**src/rtl/key_cond_pkg.sv**
```systemverilog
`default_nettype none
// ============================================================================
// Module      : key_cond_pkg
// Description : Shared types and default constants for the key conditioner.
// Revision    : 1.0 - initial release
// ============================================================================
package key_cond_pkg;

    typedef enum logic [1:0] {
        IDLE      = 2'd0,
        PRESS_CHK = 2'd1,
        HELD      = 2'd2,
        REL_CHK   = 2'd3
    } key_state_t;

    // Defaults assume a 50 MHz clock: 20 ms debounce, 0.5 s delay, 0.1 s rate
    localparam int KEY_DEBOUNCE_DEF      = 1_000_000;
    localparam int KEY_REPEAT_DELAY_DEF  = 25_000_000;
    localparam int KEY_REPEAT_PERIOD_DEF = 5_000_000;

    function automatic int key_max(input int a, input int b);
        return (a > b) ? a : b;
    endfunction

endpackage : key_cond_pkg
`default_nettype wire

```
**src/rtl/sync_2ff.sv**
```systemverilog
`default_nettype none
// ============================================================================
// Module      : sync_2ff
// Description : Generic two-flop synchroniser with a configurable reset value.
// Revision    : 1.0 - initial release
// ============================================================================
module sync_2ff #(
    parameter int               WIDTH   = 1,
    parameter logic [WIDTH-1:0] RST_VAL = '0
) (
    input  logic             clk,
    input  logic             rst,
    input  logic [WIDTH-1:0] i_d,
    output logic [WIDTH-1:0] o_q
);

    logic [WIDTH-1:0] r_meta;
    logic [WIDTH-1:0] r_sync;

    always_ff @(posedge clk) begin
        if (rst) begin
            r_meta <= RST_VAL;
            r_sync <= RST_VAL;
        end else begin
            r_meta <= i_d;
            r_sync <= r_meta;
        end
    end

    assign o_q = r_sync;

endmodule : sync_2ff
`default_nettype wire

```
**src/rtl/key_conditioner.sv**
```systemverilog
`default_nettype none
// ============================================================================
// Module      : key_conditioner
// Description : Synchronise and debounce one active-low pushbutton, producing
//               a clean level and press/release strobes. Optional auto-repeat
//               of press_pulse is enabled with `define KEY_AUTOREPEAT_EN.
// Revision    : 1.0 - initial release
// ============================================================================
module key_conditioner
    import key_cond_pkg::*;
#(
    parameter int DEBOUNCE_CYCLES = KEY_DEBOUNCE_DEF,
    parameter int REPEAT_DELAY    = KEY_REPEAT_DELAY_DEF,
    parameter int REPEAT_PERIOD   = KEY_REPEAT_PERIOD_DEF
) (
    input  logic CLK_50,
    input  logic rst,
    input  logic key_n,
    output logic pressed,
    output logic press_pulse,
    output logic release_pulse
);

    localparam int                 c_CNT_W   = $clog2(DEBOUNCE_CYCLES);
    localparam logic [c_CNT_W-1:0] c_CNT_MAX = c_CNT_W'(DEBOUNCE_CYCLES - 1);

    logic               w_key_n_s;
    logic               w_pressed_s;
    key_state_t         r_state;
    logic [c_CNT_W-1:0] r_cnt;

    sync_2ff #(
        .WIDTH   (1),
        .RST_VAL (1'b1)
    ) u_sync (
        .clk (CLK_50),
        .rst (rst),
        .i_d (key_n),
        .o_q (w_key_n_s)
    );

    assign w_pressed_s = ~w_key_n_s;

`ifdef KEY_AUTOREPEAT_EN
    localparam int                 c_REP_W      = $clog2(key_max(REPEAT_DELAY, REPEAT_PERIOD) + 1);
    localparam logic [c_REP_W-1:0] c_REP_DLY_M1 = c_REP_W'(REPEAT_DELAY - 1);
    localparam logic [c_REP_W-1:0] c_REP_PER_M1 = c_REP_W'(REPEAT_PERIOD - 1);

    logic [c_REP_W-1:0] r_rep_cnt;
    logic               r_rep_first;
    logic [c_REP_W-1:0] w_rep_lim;

    // First repeat waits the long delay, later ones use the short period
    assign w_rep_lim = r_rep_first ? c_REP_DLY_M1 : c_REP_PER_M1;
`else
    localparam int c_unused_repeat_cfg = REPEAT_DELAY + REPEAT_PERIOD;
`endif

    always_ff @(posedge CLK_50) begin
        if (rst) begin
            r_state       <= IDLE;
            r_cnt         <= '0;
            pressed       <= 1'b0;
            press_pulse   <= 1'b0;
            release_pulse <= 1'b0;
`ifdef KEY_AUTOREPEAT_EN
            r_rep_cnt     <= '0;
            r_rep_first   <= 1'b1;
`endif
        end else begin
            press_pulse   <= 1'b0;
            release_pulse <= 1'b0;
            case (r_state)
                IDLE: begin
                    if (w_pressed_s) begin
                        r_state <= PRESS_CHK;
                        r_cnt   <= '0;
                    end
                end
                PRESS_CHK: begin
                    if (!w_pressed_s) begin
                        r_state <= IDLE;
                    end else if (r_cnt == c_CNT_MAX) begin
                        r_state     <= HELD;
                        press_pulse <= 1'b1;
                        pressed     <= 1'b1;
                    end else begin
                        r_cnt <= r_cnt + 1'b1;
                    end
                end
                HELD: begin
                    if (!w_pressed_s) begin
                        r_state <= REL_CHK;
                        r_cnt   <= '0;
                    end
`ifdef KEY_AUTOREPEAT_EN
                    // Repeat counter only advances on cycles spent in HELD
                    if (r_rep_cnt == w_rep_lim) begin
                        press_pulse <= 1'b1;
                        r_rep_cnt   <= '0;
                        r_rep_first <= 1'b0;
                    end else begin
                        r_rep_cnt <= r_rep_cnt + 1'b1;
                    end
`endif
                end
                REL_CHK: begin
                    if (w_pressed_s) begin
                        r_state <= HELD;
                    end else if (r_cnt == c_CNT_MAX) begin
                        r_state       <= IDLE;
                        release_pulse <= 1'b1;
                        pressed       <= 1'b0;
`ifdef KEY_AUTOREPEAT_EN
                        r_rep_cnt     <= '0;
                        r_rep_first   <= 1'b1;
`endif
                    end else begin
                        r_cnt <= r_cnt + 1'b1;
                    end
                end
                default: begin
                    r_state <= IDLE;
                end
            endcase
        end
    end

endmodule : key_conditioner
`default_nettype wire
```
**config.mk**
```make
export PLATFORM = sky130hd
export DESIGN_NAME = key_conditioner
export DESIGN_NICKNAME = d
export VERILOG_FILES = /design/src/rtl/key_cond_pkg.sv /design/src/rtl/sync_2ff.sv /design/src/rtl/key_conditioner.sv
export SDC_FILE = /design/constraint.sdc
export NUM_CORES = 1
export LEC_CHECK = 0
export CAP_MARGIN = 20
export CORE_MARGIN = 5
export CORE_UTILIZATION = 58
export CTS_CLUSTER_DIAMETER = 30
export DETAILED_ROUTE_END_ITERATION = 10
export GPL_TIMING_DRIVEN = 0
export MAX_ROUTING_LAYER = met4
export PLACE_DENSITY = 0.81
export SKIP_LAST_GASP = 1
export SLEW_MARGIN = 25
export SYNTH_ARGS = -nofsm -noshare
export SYNTH_HDL_FRONTEND = slang
export SYNTH_HIERARCHICAL = 1
export SYNTH_SLANG_ARGS = --single-unit
```
**constraint.sdc**
```tcl
create_clock -name CLK_50 -period 2.3 [get_ports CLK_50]
set_clock_uncertainty 0.1 [all_clocks]
set_input_delay 0.69 -clock CLK_50 [delete_from_list [all_inputs] [get_ports CLK_50]]
set_output_delay 0.69 -clock CLK_50 [all_outputs]
set_load 0.1 [all_outputs]
```
==> impl_results.md, run 1 <==
- Status: finished, final reports clean
- Die area: 0.00341 mm²
- Post-synthesis sequential element count: 27
- # IOs: 6
- Rows: 17
- CP startpoint: r_cnt[0]$_SDFFE_PP0P_
- Register area share after synthesis: 0.398
- Via total after detailed routing: around 1200
- Tightest Hold Check Type: register to register
- Initial antenna violation count: 0
- Final Hold Slack: 320 ps
- Drt total wl: 2.93 mm
- Clock transition at path regs: roughly 140 ps
- Synth top area cells: dfxtp_1, nand3_1, nor2_1, xor2_1, nand2_1
- Num CTS Buffers: 3
- Crit path largest cell delay: just under 500 ps
- Count of cell types in the netlist: 42
- PD cells: 512 mW/mm²
- Clk sinks: 27
- # DRC: 0
- Reg-to-reg endpoint: r_cnt[19]$_SDFFE_PP0P_
- IO buf count: 5
- Post-synth ARST share: 0
- Core Footprint: 0.00223 mm²
- Final hold vios: 0
- Most frequent cells in the layout: dfxtp_1, nor2_1, nand2_1
- Layout Cells excl Fill: 192
- Die height: 58.4 µm
- Crit-path cells: ha_1 -> nand3_1 -> nor2_1 -> a31o_1 -> buf_6 -> or4b_1 -> a31oi_1
- DR WL/cell: 15.3 µm
- DR top layer: met4
- Mean Syn Cell Area: approximately 8.8 µm²
- Total gr overflow: 0
- Crit Path Category: register to register
- Area Overhead vs Synth: 8.20%
- Initial DRT Pass Iterations: 4
- Placed Area: ~0.0014 mm²
- Setup bufs post-CTS: 0
- Post-synth EDFFs: 0
- Ys flop type: dfxtp_1
- Met1 WL: 1.36 mm
- Final ANT Viol Nets: 0
- Global-route wire length before repair: 4.72 mm
- Met2 wire len: 1.39 mm
- Worst Setup EP: r_cnt[19]$_SDFFE_PP0P_
- Fmax: roughly 460 MHz
- Fin area: 0.00147 mm²
- Worst-Skew Late Latency: 330 ps
- Pleak: 0.512 nW
- Initial Utilization: 0.608
- Final slew viol count: 0
- WL met3: 147 µm
- Slowest CP cell: or4b_1
- Syn nets: 159
- Synthesized area: 0.00136 mm²
- Worst R2R Path Depth: 7
- Ys Warns: 6
- Vias in the first global route: 1076
- H-tree depth: 1
- Post-Syn Instances: ~160
- Worst-margin pin slew: ~580 ps
- Arr. time, crit path: 2340 ps
- Period minus WS final: 2160 ps
- Die width: 58.4 µm
- NumNets Final: 169
- Final setup fails: 0
- Most common cell after layout, fill and taps aside: dfxtp_1
- CP Max Fanout: 9
- Worst vdd ir: 530 µV
- Tot GR Track Use: 0.182
- Placed cell count: ~190
- Max-Cap Viols: 0
- CTS Buffer Depth: 2
- Worst rel slew slack: 0.614
- Largest net degree at the start of global routing: 15
- Synth area leader: dfxtp_1
- Share of cells above drive strength 1: 0.140
- Period utilisation layout: 0.941
- Crit path required time: 2470 ps
- Post-DP HPWL: ~2.1 mm
- R2R setup slack: 140 ps
- Crit end category: register
- RSZ-0062 raised after global routing: no
- Vias per std cell: 6.26
- Setup Total Neg Slack: 0 ps
- Post-layout util: 0.658
- CTS tree: done
- Post-synth top area share: 0.398
- Clock root cell: clkbuf_4
- DRT iter0 DRCs: 52
- Routability Congestion: 0.858
- Diodes inserted: 0
- R2r startpoint: r_cnt[0]$_SDFFE_PP0P_
- Crit start category: register
cell type report:
| class | count | area [µm²] |
|---|---|---|
| inverters | 8 | 30.0 |
| repair buffers | 5 | 41.3 |
| multi-input cells | 113 | 724 |
| well taps | 28 | 35.0 |
| clock buffers | 4 | 26.3 |
| flip-flops and latches | 27 | 543 |
| plain buffers | 7 | 70.1 |
| fillers | 207 | 763 |
timing repair:
action	4_1_cts	5_1_grt
endpoints found under the setup margin	3	7
hold buffers	0	0
endpoints found under the hold margin	0	0
gates resized for setup	7	5
power breakdown:
group          internal (mW)  switching, mW  total (mW)  leakage (nW)
Combinational         0.0209         0.0471      0.0680         0.278
Sequential             0.473        0.00360       0.477         0.219
Clock                 0.0681          0.140       0.209        0.0150
through the flow:
step           total power, mW  worst slack (ps)
2_1_floorplan            0.537               339
3_3_place_gp             0.554              48.6
3_5_place_dp             0.555              43.7
4_1_cts                  0.758              14.1
5_1_grt                  0.782              38.4
6_report                 0.753               135
routing by layer:
metal / vias up / track usage
met5: - / -
met4: 0 / 0.0762
met3: 5 / 0.0307
met2: 34 / 0.281
met1: 577 / 0.233
li1: 586 / -
sequential cells by signal, indices dropped and copies added (netlist names), named ones only:
register       count
r_cnt             20
u_sync/o_q         1
u_sync/r_meta      1
release_pulse      1
pressed            1
press_pulse        1
r_state            1
logic make-up (layout without fill, tap and decap cells):
logic type               Yosys count  in the layout  synth area share
AO/OA/AOI/OAI                     28             28             0.137
XOR/XNOR                           8              8            0.0516
adder cells (fa/ha/maj)            1              1           0.00921
buffers and inverters             15             24            0.0737
flip-flops                        27             27             0.398
multiplexers                       2              2            0.0157
AND/OR/NAND/NOR                   74             74             0.315
worst max-delay path: cells and delay by family, from the launching register on:
family / cells / cell delay (ps)
flip-flops: 1 / 390
AO/OA/AOI/OAI: 2 / 410
adder cells (fa/ha/maj): 1 / 240
buffers and inverters: 1 / 140
AND/OR/NAND/NOR: 3 / 830
cells in the mapped netlist (2+ instances only):
library cell,n
a21oi_1,8
a22oi_1,4
a31oi_1,2
and4_1,3
buf_6,3
clkbuf_8,2
dfxtp_1,27
inv_1,8
nand2_1,13
nand3_1,12
nand4_1,5
nor2_1,16
nor3_1,4
nor4_1,4
o21ai_0,3
o32ai_1,5
or2_1,2
or3_1,4
xnor2_1,2
xor2_1,6
how the worst min path moves through the flow:
stage	startpoint	endpoint	slack, ps	cells after the start
floorplan	u_sync/r_meta$_SDFF_PP1_	u_sync/o_q$_SDFF_PP1_	280	1
global placement	u_sync/r_meta$_SDFF_PP1_	u_sync/o_q$_SDFF_PP1_	290	1
detailed placement	u_sync/r_meta$_SDFF_PP1_	u_sync/o_q$_SDFF_PP1_	290	1
CTS	u_sync/r_meta$_SDFF_PP1_	u_sync/o_q$_SDFF_PP1_	320	1
global route	u_sync/r_meta$_SDFF_PP1_	u_sync/o_q$_SDFF_PP1_	370	1
finish	u_sync/r_meta$_SDFF_PP1_	u_sync/o_q$_SDFF_PP1_	320	1
Power figures use the tool's default switching activity.
==> run 2: changes to the inputs <==
- CORE_UTILIZATION: 58 -> 59
- PLACE_DENSITY: 0.81 -> 0.82
- SYNTH_HIERARCHICAL: 1 -> not set
==> run 2 against run 1 <==
Effect of this change:
- final cell count is 11% higher
- utilization is 8.5 points higher
- first-iteration DRC count is 110% higher
- critical path type unchanged
- fmax decreased by 5.7%
- die area grew 2.2%
- largest cell class unchanged
- critical endpoint is now r_cnt[12]$_SDFFE_PP0P_
- highest routed layer unchanged
- sequential power about the same
- sequential cell count stayed put
==> impl_results.md, run 2 <==
- Final ANT Viol Nets: 0 (unchanged)
- Final setup fails: 0 (unchanged)
- Post-synth EDFFs: 0 (unchanged)
- Layout Cells excl Fill: 214 (+11%)
- IO buf count: 5 (unchanged)
- NumNets Final: 191 (+13%)
- Crit end category: register
- Clock transition at path regs: 150 ps (about the same)
- Worst rel slew slack: 0.630 (+0.0162)
- Slowest CP cell: or4b_4
- Max-Cap Viols: 0 (unchanged)
- H-tree depth: 1 (unchanged)
- Crit path largest cell delay: 560 ps (+70 ps)
- Crit start category: register
- Post-Syn Instances: 170 (+9.7%)
- Worst-margin pin slew: 554 ps (-21.1 ps)
- Synth area leader: dfxtp_1
- PD cells: 459 mW/mm² (-10%)
- Hold_buf cts: 0 (unchanged)
- Initial antenna violation count: 0 (unchanged)
- Drt total wl: 3.77 mm (+29%)
- # IOs: 6 (unchanged)
- Worst vdd ir: 388 µV (-27%)
- Setup Total Neg Slack: 0 ps (unchanged)
- Post-synth ARST share: 0 (unchanged)
- Register area share after synthesis: 0.381 (-0.0168)
- Fill cells: 169 (-18%)
- Pleak: 0.598 nW (+17%)
- Post-synthesis sequential element count: 27 (unchanged)
- Synth top area cells: dfxtp_1, nand2_1, nand3_1, nor2_1, nor3_1
- Top delay family on crit path: simple AND/OR/NAND/NOR gates
- Die height: 59.0 µm (+1.1%)
- Most frequent cells after synthesis: dfxtp_1, nand2_1, nor2_1
- R2r startpoint: r_cnt[13]$_SDFFE_PP0P_
- Worst R2R Path Depth: 5 (-2)
- Setup ws final: 4.38 ps (-131 ps)
- Routability Congestion: 0.967 (+13%)
- Crit Path Category: register to register
- Num CTS Buffers: 3 (unchanged)
- Placed cell count: 203 (+8.0%)
- Count of cell types in the netlist: 46 (+9.5%)
- Clock root cell: clkbuf_4
- Synthesized area: 0.00142 mm² (+4.4%)
- Ys Warns: 0 (-6)
- Combinational share of power: 0.106 (+0.016)
- Fmax: 436 MHz (-5.7%)
- Post-DP HPWL: 2.40 mm (+15%)
- Crit-path cells: or4b_4 -> nor4_2 -> a211oi_2 -> a22o_1 -> a22o_1
- RSZ-0062 raised after global routing: yes
- Clk network pwr share: 0.277 (about the same)
- Max FFs per register: 20 (unchanged)
- Int Power: 564 µW (+0.33%)
- Die area: 0.00349 mm² (+2.2%)
- Mean Syn Cell Area: 8.35 µm² (-4.8%)
- Final Hold Slack: 338 ps (+18.1 ps)
- Initial DRT Pass Iterations: 5 (+1)
- Diodes inserted: 0 (unchanged)
- R2R setup slack: 4 ps (-130 ps)
- Most common cell in the netlist: dfxtp_1
- Tightest Hold Check Type: register to register
- # DRC: 0 (unchanged)
- Largest net degree at the start of global routing: 16 (+1)
- Vias per std cell: 6.71 (+7.3%)
- Status: finished, final reports clean
- Period minus WS final: 2300 ps (+131 ps)
- Core Footprint: 0.00225 mm² (+0.95%)
- CP Max Fanout: 8 (-1)
- Switching part of the total power: 0.266 (+0.0125)
- CP startpoint: r_cnt[13]$_SDFFE_PP0P_
- Share of cells above drive strength 1: 0.263 (+0.123)
- Tot GR Track Use: 0.240 (+0.0585)
- Crit path required time: 2440 ps (-30 ps)
- Post-layout util: 0.743 (+0.0848)
- Via total after detailed routing: 1437 (+20%)
- Reg with most FFs: r_cnt
- Worst Setup EP: r_cnt[12]$_SDFFE_PP0P_
- DR WL/cell: 17.6 µm (+15%)
- Most frequent cells in the layout: dfxtp_1, nand2_1, nor2_1
- Worst-Skew Late Latency: 330 ps (about the same)
- Vias in the first global route: 1393 (+29%)
- DRT iter0 DRCs: 108 (+110%)
- Critical path depth: 5 (-2)
- Final hold vios: 0 (unchanged)
- Post-synth top area share: 0.381 (-0.0168)
- Syn nets: 174 (+9.4%)
- Worst path most repeated cell: a22o_1
- CTS tree: done
- Initial Utilization: 0.629 (+0.0209)
- Buf/Inv on CP: 0 (-1)
- Final slew viol count: 0 (unchanged)
- Ys flop type: dfxtp_1
- Area Overhead vs Synth: 18.1%
- Arr. time, crit path: 2430 ps (+90 ps)
- Flop pwr share: 0.618 (-0.015)
- Total gr overflow: 0 (unchanged)
- Global-route wire length before repair: 6.17 mm (+31%)
- Rows: 17 (unchanged)
- Period utilisation layout: 0.998 (+0.0569)
- Clk sinks: 27 (unchanged)
- Most common cell after layout, fill and taps aside: dfxtp_1
- Reg-to-reg endpoint: r_cnt[12]$_SDFFE_PP0P_
- NetSw: 205 µW (+7.1%)
- Die width: 59.0 µm (+1.1%)
- CTS Buffer Depth: 2 (unchanged)
- DP Worst Slack: -228 ps (-272 ps)
[run 2: what timing repair did]
item | CTS | global route
gates cloned | 1 | 0
endpoints found under the setup margin | 21 | 17
buffers inserted | 7 | 0
pin swaps | 7 | 5
gates resized for setup | 22 | 13
[run 2: cell families (layout without fill, tap and decap cells)]
| kind of cell | Yosys count | after routing | share of synthesized area |
|---|---|---|---|
| AND/OR/NAND/NOR | 90 | 90 | 0.347 |
| AO/OA/AOI/OAI | 37 | 37 | 0.183 |
| flip-flops | 27 | 27 | 0.381 |
| buffers and inverters | 10 | 26 | 0.0485 |
| XOR/XNOR | 4 | 4 | 0.0247 |
| adder cells (fa/ha/maj) | 1 | 1 | 0.00882 |
| multiplexers | 1 | 1 | 0.00705 |
[run 2: worst min-delay path by stage]
stage / from / endpoint / slack, ps / cells after the start
5_1_grt: u_sync.r_meta$_SDFF_PP1_ / u_sync.o_q$_SDFF_PP1_ / 360 / 1
4_1_cts: u_sync.r_meta$_SDFF_PP1_ / u_sync.o_q$_SDFF_PP1_ / 340 / 1
2_1_floorplan: u_sync.r_meta$_SDFF_PP1_ / u_sync.o_q$_SDFF_PP1_ / 290 / 1
3_5_place_dp: u_sync.r_meta$_SDFF_PP1_ / u_sync.o_q$_SDFF_PP1_ / 300 / 1
3_3_place_gp: u_sync.r_meta$_SDFF_PP1_ / u_sync.o_q$_SDFF_PP1_ / 290 / 1
6_report: u_sync.r_meta$_SDFF_PP1_ / u_sync.o_q$_SDFF_PP1_ / 340 / 1
[run 2: cell type report]
type                       instances  area, µm²  area share
clock inverter                     1       5.00     0.00299
tap                               28       35.0      0.0209
multi-input combinational        133        880       0.525
inverter                           4       15.0     0.00896
timing repair buffer              13        119      0.0709
buffer                             5       46.3      0.0276
clock buffer                       3       22.5      0.0134
sequential                        27        553       0.330
[run 2: metal layers]
metal	GRT usage	vias up	wire (µm)
li1	-	672	-
met1	0.280	676	1550
met2	0.388	77	1890
met3	0.0349	12	214
met4	0.146	0	112
met5	-	-	0
[run 2: stage by stage]
stage	area [µm²]	total power, mW
floorplan	1420	0.538
global placement	1500	0.556
detailed placement	1500	0.557
CTS	1660	0.769
global route	1680	0.800
finish	1680	0.769
[run 2: power groups by stage]
stage	sequential [mW]	combinational [mW]	clock, mW
2_1_floorplan	0.508	0.0306	0
3_3_place_gp	0.487	0.0688	0
3_5_place_dp	0.487	0.0699	0
4_1_cts	0.474	0.0786	0.216
5_1_grt	0.476	0.0842	0.240
6_report	0.475	0.0811	0.213
==> run 3: changes to the inputs <==
- HOLD_SLACK_MARGIN: not set -> 0.08
- SKIP_CTS_REPAIR_TIMING: not set -> 1
==> run 3 against run 2 <==
Effect of this change:
- the run now ends with setup timing left
- worst setup slack got worse by 29 ps
- clock power barely moved
- combinational power rose by 1%
- final area rose by 4.7%
- sequential cell count did not move
- worst hold slack barely moved
- critical path type unchanged
- register-to-register slack got worse by 30 ps
==> impl_results.md, run 3 (synthesized netlist as in run 2, its figures left out) <==
- Status: finished with violations
- Failing checks: setup timing
- Rows: 17 (unchanged)
- # DRC: 0 (unchanged)
- Busiest grt layer: met2
- Final slew viol count: 0 (unchanged)
- RSZ-0062 raised after global routing: yes
- Fmax: 430 MHz (-1.3%)
- Crit Path Category: register to register
- Post-DP HPWL: 2.40 mm (unchanged)
- Routability Congestion: 0.967 (unchanged)
- Met3 Track Usage GR: 0.0327 (-0.00218)
- Worst path most repeated cell: a22o_1
- Top delay family on crit path: simple AND/OR/NAND/NOR gates
- HP Start: u_sync.r_meta$_SDFF_PP1_
- PD cells: 438 mW/mm² (-4.4%)
- Slowest CP cell: or4b_4
- Most common cell after layout, fill and taps aside: nand2_1
- Clk sinks: 27 (unchanged)
- NumNets Final: 196 (+2.6%)
- DRT iter0 DRCs: 143 (+32%)
- Worst vdd ir: 377 µV (-2.8%)
- Final Hold Slack: 337 ps (-0.466 ps)
- Total gr overflow: 0 (unchanged)
- Worst-margin pin slew: 971 ps (+416 ps)
- Vias per std cell: 6.68 (-0.58%)
- Diodes inserted: 0 (unchanged)
- Final ANT Viol Nets: 0 (unchanged)
- DR WL/cell: 17.9 µm (+1.5%)
- Placed cell count: 203 (unchanged)
- Clock root cell: clkbuf_4
- Num CTS Buffers: 3 (unchanged)
- Max FFs per register: 20 (unchanged)
- Period minus WS final: 2320 ps (+29.2 ps)
- Worst-Skew Late Latency: 340 ps (about the same)
- Tightest Hold Check Type: register to register
- Setup ws final: -24.8 ps (-29.2 ps)
- # IOs: 6 (unchanged)
- IO buf count: 5 (unchanged)
- Buf/Inv on CP: 1 (+1)
- DP Worst Slack: -228 ps (unchanged)
- Arr. time, crit path: 2460 ps (+30 ps)
- Core Footprint: 0.00225 mm² (unchanged)
- Reg with most FFs: r_cnt
- CP startpoint: r_cnt[13]$_SDFFE_PP0P_
- Global-route wire length before repair: 5.76 mm (-6.6%)
- Final setup fails: 3 (+3)
- Crit-path cells: or4b_4 -> buf_4 -> nor4_4 -> a211oi_2 -> a22o_1 -> a22o_1
- Area Overhead vs Synth: 23.6%
- Layout Cells excl Fill: 219 (+2.3%)
- Most frequent cells in the layout: nand2_1, dfxtp_1, nor2_1
- CTS tree: done
- Initial antenna violation count: 0 (unchanged)
- Worst rel slew slack: 0.352 (-0.278)
- Period utilisation layout: 1.01 (+0.0127)
- Final hold vios: 0 (unchanged)
- Die area: 0.00349 mm² (unchanged)
- Via total after detailed routing: 1462 (+1.7%)
- Pleak: 0.685 nW (+15%)
- CTS Buffer Depth: 2 (unchanged)
- Crit path required time: 2440 ps (about the same)
- CP Max Fanout: 8 (unchanged)
- Die width: 59.0 µm (unchanged)
- R2r startpoint: r_cnt[13]$_SDFFE_PP0P_
- Initial DRT Pass Iterations: 4 (-1)
- Crit path largest cell delay: 540 ps (-20 ps)
- Met1 Track Usage GR: 0.264 (-0.0161)
- Crit start category: register
- Clock transition at path regs: 150 ps (about the same)
- Fill cells: 150 (-11%)
- Largest net degree at the start of global routing: 16 (unchanged)
- Vias in the first global route: 1321 (-5.2%)
- Max-Cap Viols: 0 (unchanged)
- Die height: 59.0 µm (unchanged)
- Routing usage on met2: 0.353 (-0.0347)
- Initial Utilization: 0.629 (unchanged)
- Share of cells above drive strength 1: 0.293 (+0.0298)
- Drt total wl: 3.91 mm (+3.9%)
- H-tree depth: 1 (unchanged)
- Crit end category: register
- Tot GR Track Use: 0.220 (-0.0200)
[run 3: cell types whose count changed in the layout (fill, tap and decap cells not counted), sizes merged]
cell / change
clkbuf: -2
buf: +4
dlymetal6s2s: +3
[run 3: cell type report]
class	instances	area, µm²	area share
Tap cell	28	35.0	0.0200
Clock inverter	1	5.00	0.00285
Inverter	4	15.0	0.00856
Clock buffer	3	22.5	0.0128
Buffer	5	42.5	0.0243
Multi-Input combinational cell	133	903	0.515
Timing Repair Buffer	18	170	0.0970
Sequential cell	27	561	0.320
[run 3: stage by stage]
stage	setup TNS [ps]	instance area [µm²]	power [mW]	util
3_3_place_gp	-2290	1500	0.556	0.667
6_report	-50.1	1750	0.769	0.778
2_1_floorplan	0	1420	0.538	-
4_1_cts	-4280	1530	0.763	0.679
5_1_grt	-605	1750	0.798	0.778
3_5_place_dp	-2990	1500	0.557	0.667
[run 3: routing by layer]
layer / up-vias / share of wire
met5: - / 0
met4: 0 / 0.021
met3: 14 / 0.074
met2: 75 / 0.50
met1: 687 / 0.41
li1: 686 / -
[run 3: worst paths after layout]
path	end	slack, ps	cells past startpoint
worst min register to register	u_sync.o_q$_SDFF_PP1_	340	1
worst max register to register	r_cnt[12]$_SDFFE_PP0P_	-20	6
worst min-delay path	u_sync.o_q$_SDFF_PP1_	340	1
worst max-delay path	r_cnt[12]$_SDFFE_PP0P_	-20	6
[run 3: where the power goes]
| group | total [mW] | switching [mW] | internal (mW) |
|---|---|---|---|
| clock network | 0.214 | 0.149 | 0.0654 |
| registers | 0.472 | 0.00413 | 0.468 |
| logic | 0.0823 | 0.0531 | 0.0292 |
| total | 0.769 | 0.206 | 0.563 |
